==> src/rtl/truth_table_sweeper_pkg.sv <==
// Shared definitions for the truth-table sweeper: FSM encodings and the
// hold-counter width rule, used by the RTL and its bench alike.
package truth_table_sweeper_pkg;

  localparam logic [1:0] ST_IDLE   = 2'd0;
  localparam logic [1:0] ST_RUN    = 2'd1;
  localparam logic [1:0] ST_FINISH = 2'd2;

  // A one-cycle hold still needs a 1-bit counter so the declaration stays legal.
  function automatic int hold_cnt_w(input int hold);
    return (hold > 1) ? $clog2(hold) : 1;
  endfunction

endpackage

==> src/rtl/truth_table_sweeper_if.sv <==
// Bundle between a sweep controller (master) and the sweeper (slave).
interface truth_table_sweeper_if #(
  parameter int N = 4
);
  logic         start;
  logic         dut_out;
  logic [N-1:0] stim;
  logic         busy;
  logic         done;
  logic         pass;
  logic [N:0]   err_count;
  logic [N-1:0] first_fail;
  logic         fail_valid;

  modport master (
    output start, dut_out,
    input  stim, busy, done, pass, err_count, first_fail, fail_valid
  );

  modport slave (
    input  start, dut_out,
    output stim, busy, done, pass, err_count, first_fail, fail_valid
  );
endinterface

==> src/rtl/truth_table_sweeper_hold_timer.sv <==
// Counts 0..HOLD-1 while enabled and flags the final cycle of each hold window.
module hold_timer
  import truth_table_sweeper_pkg::*;
#(
  parameter int HOLD = 10
) (
  input  logic clk,
  input  logic rst,
  input  logic clear,
  input  logic enable,
  output logic last
);

  localparam int           W   = hold_cnt_w(HOLD);
  localparam logic [W-1:0] TOP = W'(HOLD - 1);
  localparam logic [W-1:0] ONE = W'(1);

  logic [W-1:0] cnt;

  assign last = (cnt == TOP);

  always_ff @(posedge clk) begin
    if (rst || clear) begin
      cnt <= '0;
    end else if (enable) begin
      cnt <= last ? '0 : cnt + ONE;
    end
  end

endmodule

==> src/rtl/truth_table_sweeper.sv <==
// Drives every N-bit input vector for HOLD cycles, compares the response
// against EXPECT and reports error count and the first failing vector.
module truth_table_sweeper
  import truth_table_sweeper_pkg::*;
#(
  parameter int              N      = 4,
  parameter int              HOLD   = 10,
  parameter logic [2**N-1:0] EXPECT = '0
) (
  input  logic                   clk,
  input  logic                   rst,
  truth_table_sweeper_if.slave   bus
);

  localparam logic [N-1:0] LAST_VEC = '1;
  localparam logic [N-1:0] STIM_ONE = N'(1);
  localparam logic [N:0]   ERR_ONE  = (N+1)'(1);

  logic [1:0]   state;
  logic [N-1:0] stim;
  logic [N:0]   err_count;
  logic [N-1:0] first_fail;
  logic         fail_valid;
  logic         run;
  logic         accept;
  logic         hold_last;
  logic         mismatch;

  assign run      = (state == ST_RUN);
  // A start seen in RUN is ignored; from IDLE or FINISH it (re)launches a sweep.
  assign accept   = ((state == ST_IDLE) || (state == ST_FINISH)) && bus.start;
  assign mismatch = (bus.dut_out != EXPECT[stim]);

  hold_timer #(
    .HOLD (HOLD)
  ) u_hold_timer (
    .clk    (clk),
    .rst    (rst),
    .clear  (accept),
    .enable (run),
    .last   (hold_last)
  );

  always_ff @(posedge clk) begin
    if (rst) begin
      state      <= ST_IDLE;
      stim       <= '0;
      err_count  <= '0;
      first_fail <= '0;
      fail_valid <= 1'b0;
    end else begin
      case (state)
        ST_IDLE, ST_FINISH: begin
          if (bus.start) begin
            state      <= ST_RUN;
            stim       <= '0;
            err_count  <= '0;
            first_fail <= '0;
            fail_valid <= 1'b0;
          end
        end
        ST_RUN: begin
          if (hold_last) begin
            if (mismatch) begin
              err_count <= err_count + ERR_ONE;
              if (!fail_valid) begin
                first_fail <= stim;
                fail_valid <= 1'b1;
              end
            end
            // End of sweep is the all-ones vector, so stim never wraps to 0.
            if (stim == LAST_VEC) begin
              state <= ST_FINISH;
            end else begin
              stim <= stim + STIM_ONE;
            end
          end
        end
        default: state <= ST_IDLE;
      endcase
    end
  end

  assign bus.stim       = stim;
  assign bus.busy       = run;
  assign bus.done       = (state == ST_FINISH);
  assign bus.pass       = (state == ST_FINISH) && (err_count == '0);
  assign bus.err_count  = err_count;
  assign bus.first_fail = first_fail;
  assign bus.fail_valid = fail_valid;

endmodule

==> src/flat_wrapper.sv <==
// flat-port wrapper written by rule: the top's interface ports become plain ports
module truth_table_sweeper_flat import truth_table_sweeper_pkg::*;
#(
  parameter int              N      = 4,
  parameter int              HOLD   = 10,
  parameter logic [2**N-1:0] EXPECT = '0
)
  (clk, rst, bus_start, bus_dut_out, bus_stim, bus_busy, bus_done, bus_pass, bus_err_count, bus_first_fail, bus_fail_valid);
  truth_table_sweeper_if #(.N(N)) bus_i ();
  input  logic clk;
  input  logic rst;
  input wire logic [$bits(bus_i.start)-1:0] bus_start;
  input wire logic [$bits(bus_i.dut_out)-1:0] bus_dut_out;
  output wire logic [$bits(bus_i.stim)-1:0] bus_stim;
  output wire logic [$bits(bus_i.busy)-1:0] bus_busy;
  output wire logic [$bits(bus_i.done)-1:0] bus_done;
  output wire logic [$bits(bus_i.pass)-1:0] bus_pass;
  output wire logic [$bits(bus_i.err_count)-1:0] bus_err_count;
  output wire logic [$bits(bus_i.first_fail)-1:0] bus_first_fail;
  output wire logic [$bits(bus_i.fail_valid)-1:0] bus_fail_valid;
  assign bus_i.start = bus_start;
  assign bus_i.dut_out = bus_dut_out;
  assign bus_stim = bus_i.stim;
  assign bus_busy = bus_i.busy;
  assign bus_done = bus_i.done;
  assign bus_pass = bus_i.pass;
  assign bus_err_count = bus_i.err_count;
  assign bus_first_fail = bus_i.first_fail;
  assign bus_fail_valid = bus_i.fail_valid;
  truth_table_sweeper #(.N(N), .HOLD(HOLD), .EXPECT(EXPECT)) u_core (.clk(clk), .rst(rst), .bus(bus_i));
endmodule
==> config.mk <==
export PLATFORM = sky130hd
export DESIGN_NAME = truth_table_sweeper_flat
export DESIGN_NICKNAME = d
export VERILOG_FILES = /design/src/rtl/truth_table_sweeper_pkg.sv /design/src/rtl/truth_table_sweeper_if.sv /design/src/rtl/truth_table_sweeper_hold_timer.sv /design/src/rtl/truth_table_sweeper.sv /design/src/flat_wrapper.sv
export SDC_FILE = /design/constraint.sdc
export NUM_CORES = 1
export LEC_CHECK = 0
export ABC_AREA = 1
export CAP_MARGIN = 20
export CORE_ASPECT_RATIO = 0.7
export CORE_MARGIN = 2
export CORE_UTILIZATION = 54
export DETAILED_ROUTE_END_ITERATION = 10
export PLACE_DENSITY = 0.92
export SYNTH_ARGS = -nofsm -noshare
export SYNTH_HDL_FRONTEND = slang
export SYNTH_HIERARCHICAL = 1
export SYNTH_SLANG_ARGS = --single-unit
==> constraint.sdc <==
create_clock -name clk -period 4.3 [get_ports clk]
set_input_delay 0.43 -clock clk [delete_from_list [all_inputs] [get_ports clk]]
set_output_delay 0.43 -clock clk [all_outputs]
set_load 0.005 [all_outputs]
==> flow_summary.html <==
<table>
<tr><th>Metric</th><th>Value</th></tr>
<tr><th colspan="2">Outcome</th></tr>
<tr><td>Outcome</td><td>completed</td></tr>
<tr><th colspan="2">Global routing</th></tr>
<tr><td>Wire length of the first global-routing pass</td><td>4550 µm</td></tr>
<tr><td>Largest net degree at the start of global routing</td><td>15</td></tr>
<tr><td>Remaining global-route overflow</td><td>0</td></tr>
<tr><td>Global-route total usage across every layer</td><td>24.6%</td></tr>
<tr><td>Number of global-route vias before repair</td><td>1004</td></tr>
<tr><td>Number of antenna violations at the first check in global routing</td><td>0</td></tr>
<tr><th colspan="2">Final layout</th></tr>
<tr><td># diodes</td><td>0</td></tr>
<tr><td>Layout overhead on the synthesized area</td><td>22.8%</td></tr>
<tr><td>Share of the core filled with cells in the final layout</td><td>71.4%</td></tr>
<tr><td>Layout cell share with drive strength beyond 1</td><td>12.7%</td></tr>
<tr><td>Nets</td><td>189</td></tr>
<tr><td>Total of fill cells in the finished design</td><td>154</td></tr>
<tr><th colspan="2">Clock network</th></tr>
<tr><td>Cts bufs inserted</td><td>3</td></tr>
<tr><td>Clock-pin slew of the registers on the worst-case setup and hold paths</td><td>0.11 ns</td></tr>
<tr><td>Clock tree from TritonCTS</td><td>yes</td></tr>
<tr><td>Clk sinks</td><td>20</td></tr>
<tr><td>Post-CTS Repair Setup Buffers</td><td>0</td></tr>
<tr><td>Number of hold-repair buffers added at the cts stage</td><td>0</td></tr>
<tr><td>Number of H-tree branching levels</td><td>1</td></tr>
<tr><td>Number of gates resized after CTS</td><td>0</td></tr>
<tr><td>Clock network latency to the later pin of the worst-skew pair</td><td>0.30 ns</td></tr>
<tr><td>Buffer type at the clock tree root</td><td>sky130_fd_sc_hd__clkbuf_4</td></tr>
<tr><td>Clock tree buffer depth</td><td>2</td></tr>
<tr><th colspan="2">Worst setup path</th></tr>
<tr><td>Required time reported for the critical path endpoint</td><td>3.87 ns</td></tr>
<tr><td>Arr. time, crit path</td><td>1.68 ns</td></tr>
<tr><td>Critical path class</td><td>flip-flop to primary output</td></tr>
<tr><td>Delay of the slowest cell on the worst path</td><td>0.55 ns</td></tr>
<tr><td>Launching element type of the critical path</td><td>flip-flop</td></tr>
<tr><td>Critical Path End Type</td><td>primary output</td></tr>
<tr><td>Worst Path Buf+Inv</td><td>2</td></tr>
<tr><td>Delay-heaviest family, CP</td><td>buffers and inverters</td></tr>
<tr><td>Maximum fanout along the worst path</td><td>14</td></tr>
<tr><td>CP Cell Sequence</td><td>inv_2 &gt; nor2_8 &gt; clkdlybuf4s50_1</td></tr>
<tr><td>Slowest library cell on the worst path</td><td>sky130_fd_sc_hd__clkdlybuf4s50_1</td></tr>
<tr><th colspan="2">Placement</th></tr>
<tr><td>Port-buffer cells</td><td>20</td></tr>
<tr><td>Worst-case setup slack after placement</td><td>2.49 ns</td></tr>
<tr><td>Final HPWL DP</td><td>1970 µm</td></tr>
<tr><td>Gpl congestion</td><td>0.889</td></tr>
<tr><th colspan="2">STA</th></tr>
<tr><td>Unrepaired setup endpoints after global routing</td><td>no</td></tr>
<tr><td>Minimum period implied by the final worst setup slack</td><td>2.11 ns</td></tr>
<tr><td>Worst path setup slack after routing</td><td>2.19 ns</td></tr>
<tr><td>Hold WS</td><td>0.479 ns</td></tr>
<tr><td>Sum of negative setup slack</td><td>0 ns</td></tr>
<tr><td>Final setup vio count</td><td>0</td></tr>
<tr><td>Fmax</td><td>474 MHz</td></tr>
<tr><td>Max-slew violation total from the final report</td><td>0</td></tr>
<tr><td>Transition time at the pin with the least slew margin</td><td>0.612 ns</td></tr>
<tr><td>Remaining max-slew budget at the tightest pin</td><td>58.9%</td></tr>
<tr><td>Count of final hold-check violations</td><td>0</td></tr>
<tr><td>Clock Skews</td><td>0.00689 ns</td></tr>
<tr><td>Final clock period utilization by the worst path</td><td>49.0%</td></tr>
<tr><th colspan="2">Pwr</th></tr>
<tr><td>Maximum ir drop on the vdd rail</td><td>0.262 mV</td></tr>
<tr><td>Combinational share of power</td><td>22.4%</td></tr>
<tr><td>Portion of total power attributed to the clock network</td><td>26.3%</td></tr>
<tr><td>Total net switching power</td><td>120 µW</td></tr>
<tr><td>Cell-internal power</td><td>287 µW</td></tr>
<tr><td>Standby leakage power</td><td>0.562 nW</td></tr>
<tr><td>Areal power density over the cells</td><td>302 nW/µm²</td></tr>
<tr><td>Switching fraction of total power</td><td>29.5%</td></tr>
<tr><td>Sequential cell fraction of total power</td><td>51.3%</td></tr>
<tr><th colspan="2">Yosys</th></tr>
<tr><td>Synthesized area divided by synthesized cell count</td><td>6.94 µm²</td></tr>
<tr><td>Number of instances in the synthesized netlist</td><td>158</td></tr>
<tr><td>Main flop type after synthesis</td><td>sky130_fd_sc_hd__dfxtp_1</td></tr>
<tr><td>Most area-hungry cell type in the Yosys netlist</td><td>sky130_fd_sc_hd__dfxtp_1</td></tr>
<tr><td>Flip-flop and latch count after synthesis</td><td>20</td></tr>
<tr><td>Dominant cell by count in the synthesized netlist</td><td>sky130_fd_sc_hd__nand2_1</td></tr>
<tr><td>Post-synthesis instance area</td><td>1100 µm²</td></tr>
<tr><td>Number of distinct standard cells referenced by the synthesized netlist</td><td>22</td></tr>
<tr><td>Top cells by count, synth</td><td>34 x sky130_fd_sc_hd__nand2_1, 20 x sky130_fd_sc_hd__dfxtp_1, 20 x sky130_fd_sc_hd__nor2_1</td></tr>
<tr><td>Count of flip-flops with a built-in enable after synthesis</td><td>0</td></tr>
<tr><td>Area fraction of the dominant cell type after synthesis</td><td>36.5%</td></tr>
<tr><td>Portion of the post-synthesis area used by sequential elements</td><td>36.5%</td></tr>
<tr><td>Post-synth ARST share</td><td>0%</td></tr>
<tr><td>Post-Syn Nets</td><td>165</td></tr>
<tr><td>Synthesis Warnings</td><td>6</td></tr>
<tr><td>Cell types with the largest area share after synthesis</td><td>sky130_fd_sc_hd__dfxtp_1 36%, sky130_fd_sc_hd__nand2_1 12%, sky130_fd_sc_hd__nand3_1 8.2%</td></tr>
<tr><th colspan="2">Floorplan</th></tr>
<tr><td>Core Area</td><td>1890 µm²</td></tr>
<tr><td>I/O pin count</td><td>21</td></tr>
<tr><td>Number of placement rows</td><td>13</td></tr>
<tr><td>Effective utilization at floorplan</td><td>58.2%</td></tr>
<tr><td>Die area</td><td>2410 µm²</td></tr>
<tr><td>Die Wd</td><td>57.9 µm</td></tr>
<tr><td>DIE HEIGHT</td><td>41.7 µm</td></tr>
<tr><th colspan="2">Run</th></tr>
<tr><td>Number of maximum-capacitance violations</td><td>0</td></tr>
<tr><th colspan="2">Route</th></tr>
<tr><td>Average routed wire per standard cell</td><td>12.6 µm</td></tr>
<tr><td>Total Wirelength</td><td>2560 µm</td></tr>
<tr><td>DRC Markers</td><td>0</td></tr>
<tr><td>Post-route ant nets</td><td>0</td></tr>
<tr><td>Number of DRC violations after detailed-routing iteration 0</td><td>62</td></tr>
<tr><td>Total number of vias</td><td>1086</td></tr>
<tr><td>Average vias per placed instance</td><td>5.35</td></tr>
<tr><td>Detailed Routing Iterations Pass 1</td><td>4</td></tr>
<tr><th colspan="2">Min path</th></tr>
<tr><td>Worst hold path type</td><td>flip-flop to flip-flop</td></tr>
</table>
worst paths after layout:
path / depth (start not counted) / start / slack, ns / to
worst min register to register: 2 / u_core/bus.first_fail[1] / 0.48 / u_core/bus.first_fail[1]
worst max-delay path: 3 / u_core/state[0] / 2.19 / bus_busy
worst max register to register: 7 / u_core/u_hold_timer/cnt[0] / 2.49 / u_core/bus.stim[3]
worst min-delay path: 2 / u_core/bus.first_fail[1] / 0.48 / u_core/bus.first_fail[1]
layer usage:
metal / vias up / GRT usage (%) / wire, µm
met5: - / 0 / 0
met2: 38 / 40.0 / 1290
met3: 2 / 8.10 / 206
li1: 557 / - / -
met1: 489 / 30.5 / 1050
met4: 0 / 8.84 / 19
state kept, by name, indices dropped and copies added (netlist names):
| signal | cells |
|---|---|
| u_core/bus.err_count | 5 |
| u_core/bus.first_fail | 4 |
| u_core/bus.stim | 4 |
| u_core/u_hold_timer/cnt | 4 |
| u_core/state | 2 |
| u_core/bus.fail_valid | 1 |
layout by cell type (no fill, tap or decap), drive strengths merged:
| master | instances |
|---|---|
| xnor2 | 1 |
| dfxtp | 20 |
| nand3 | 19 |
| a21oi | 14 |
| or2 | 1 |
| clkdlybuf4s50 | 20 |
| nand2 | 40 |
| ha | 3 |
| nor2 | 23 |
| inv | 23 |
| nand4 | 2 |
| nor3 | 2 |
| clkbuf | 4 |
| o21ai | 9 |
area by class of cell:
cell class | count | area, µm² | share of cell area [%]
clock buffer | 4 | 36.3 | 2.69
inverter | 23 | 86.3 | 6.41
multi-input combinational | 114 | 597 | 44.3
sequential | 20 | 400 | 29.7
tap | 22 | 27.5 | 2.04
timing repair buffer | 20 | 200 | 14.9
per-stage QoR:
| step | area, µm² | total power, mW | instances |
|---|---|---|---|
| global route | 1350 | 0.434 | 203 |
| floorplan | 1100 | 0.267 | 158 |
| CTS | 1350 | 0.411 | 203 |
| finish | 1350 | 0.407 | 203 |
| global placement | 1310 | 0.297 | 199 |
| detailed placement | 1310 | 0.303 | 199 |
cells by family after synthesis:
kind of cell	count (synthesis)	synth area share, %
AO/OA/AOI/OAI	23	11.5
adder cells (fa/ha/maj)	3	3.42
XOR/XNOR	1	0.798
AND/OR/NAND/NOR	87	38.7
flip-flops	20	36.5
buffers and inverters	24	9.12
worst register-to-register path: stages (launching register included):
cell and delay [ns]:
sky130_fd_sc_hd__dfxtp_1 0.40, sky130_fd_sc_hd__inv_1 0.08, sky130_fd_sc_hd__nor3_1 0.53, sky130_fd_sc_hd__o21ai_0 0.27, sky130_fd_sc_hd__nand2_4 0.17, sky130_fd_sc_hd__nand2_2 0.07
sky130_fd_sc_hd__a21oi_1 0.14, sky130_fd_sc_hd__nor2_1 0.05
power by group through the flow:
stage | clock, mW | combinational [mW] | sequential [mW]
6_report | 0.107 | 0.0911 | 0.209
5_1_grt | 0.121 | 0.103 | 0.210
4_1_cts | 0.113 | 0.0908 | 0.208
3_5_place_dp | 0 | 0.0903 | 0.212
3_3_place_gp | 0 | 0.0862 | 0.211
2_1_floorplan | 0 | 0.0568 | 0.210
Note: power is estimated with default switching activity, not from simulation.
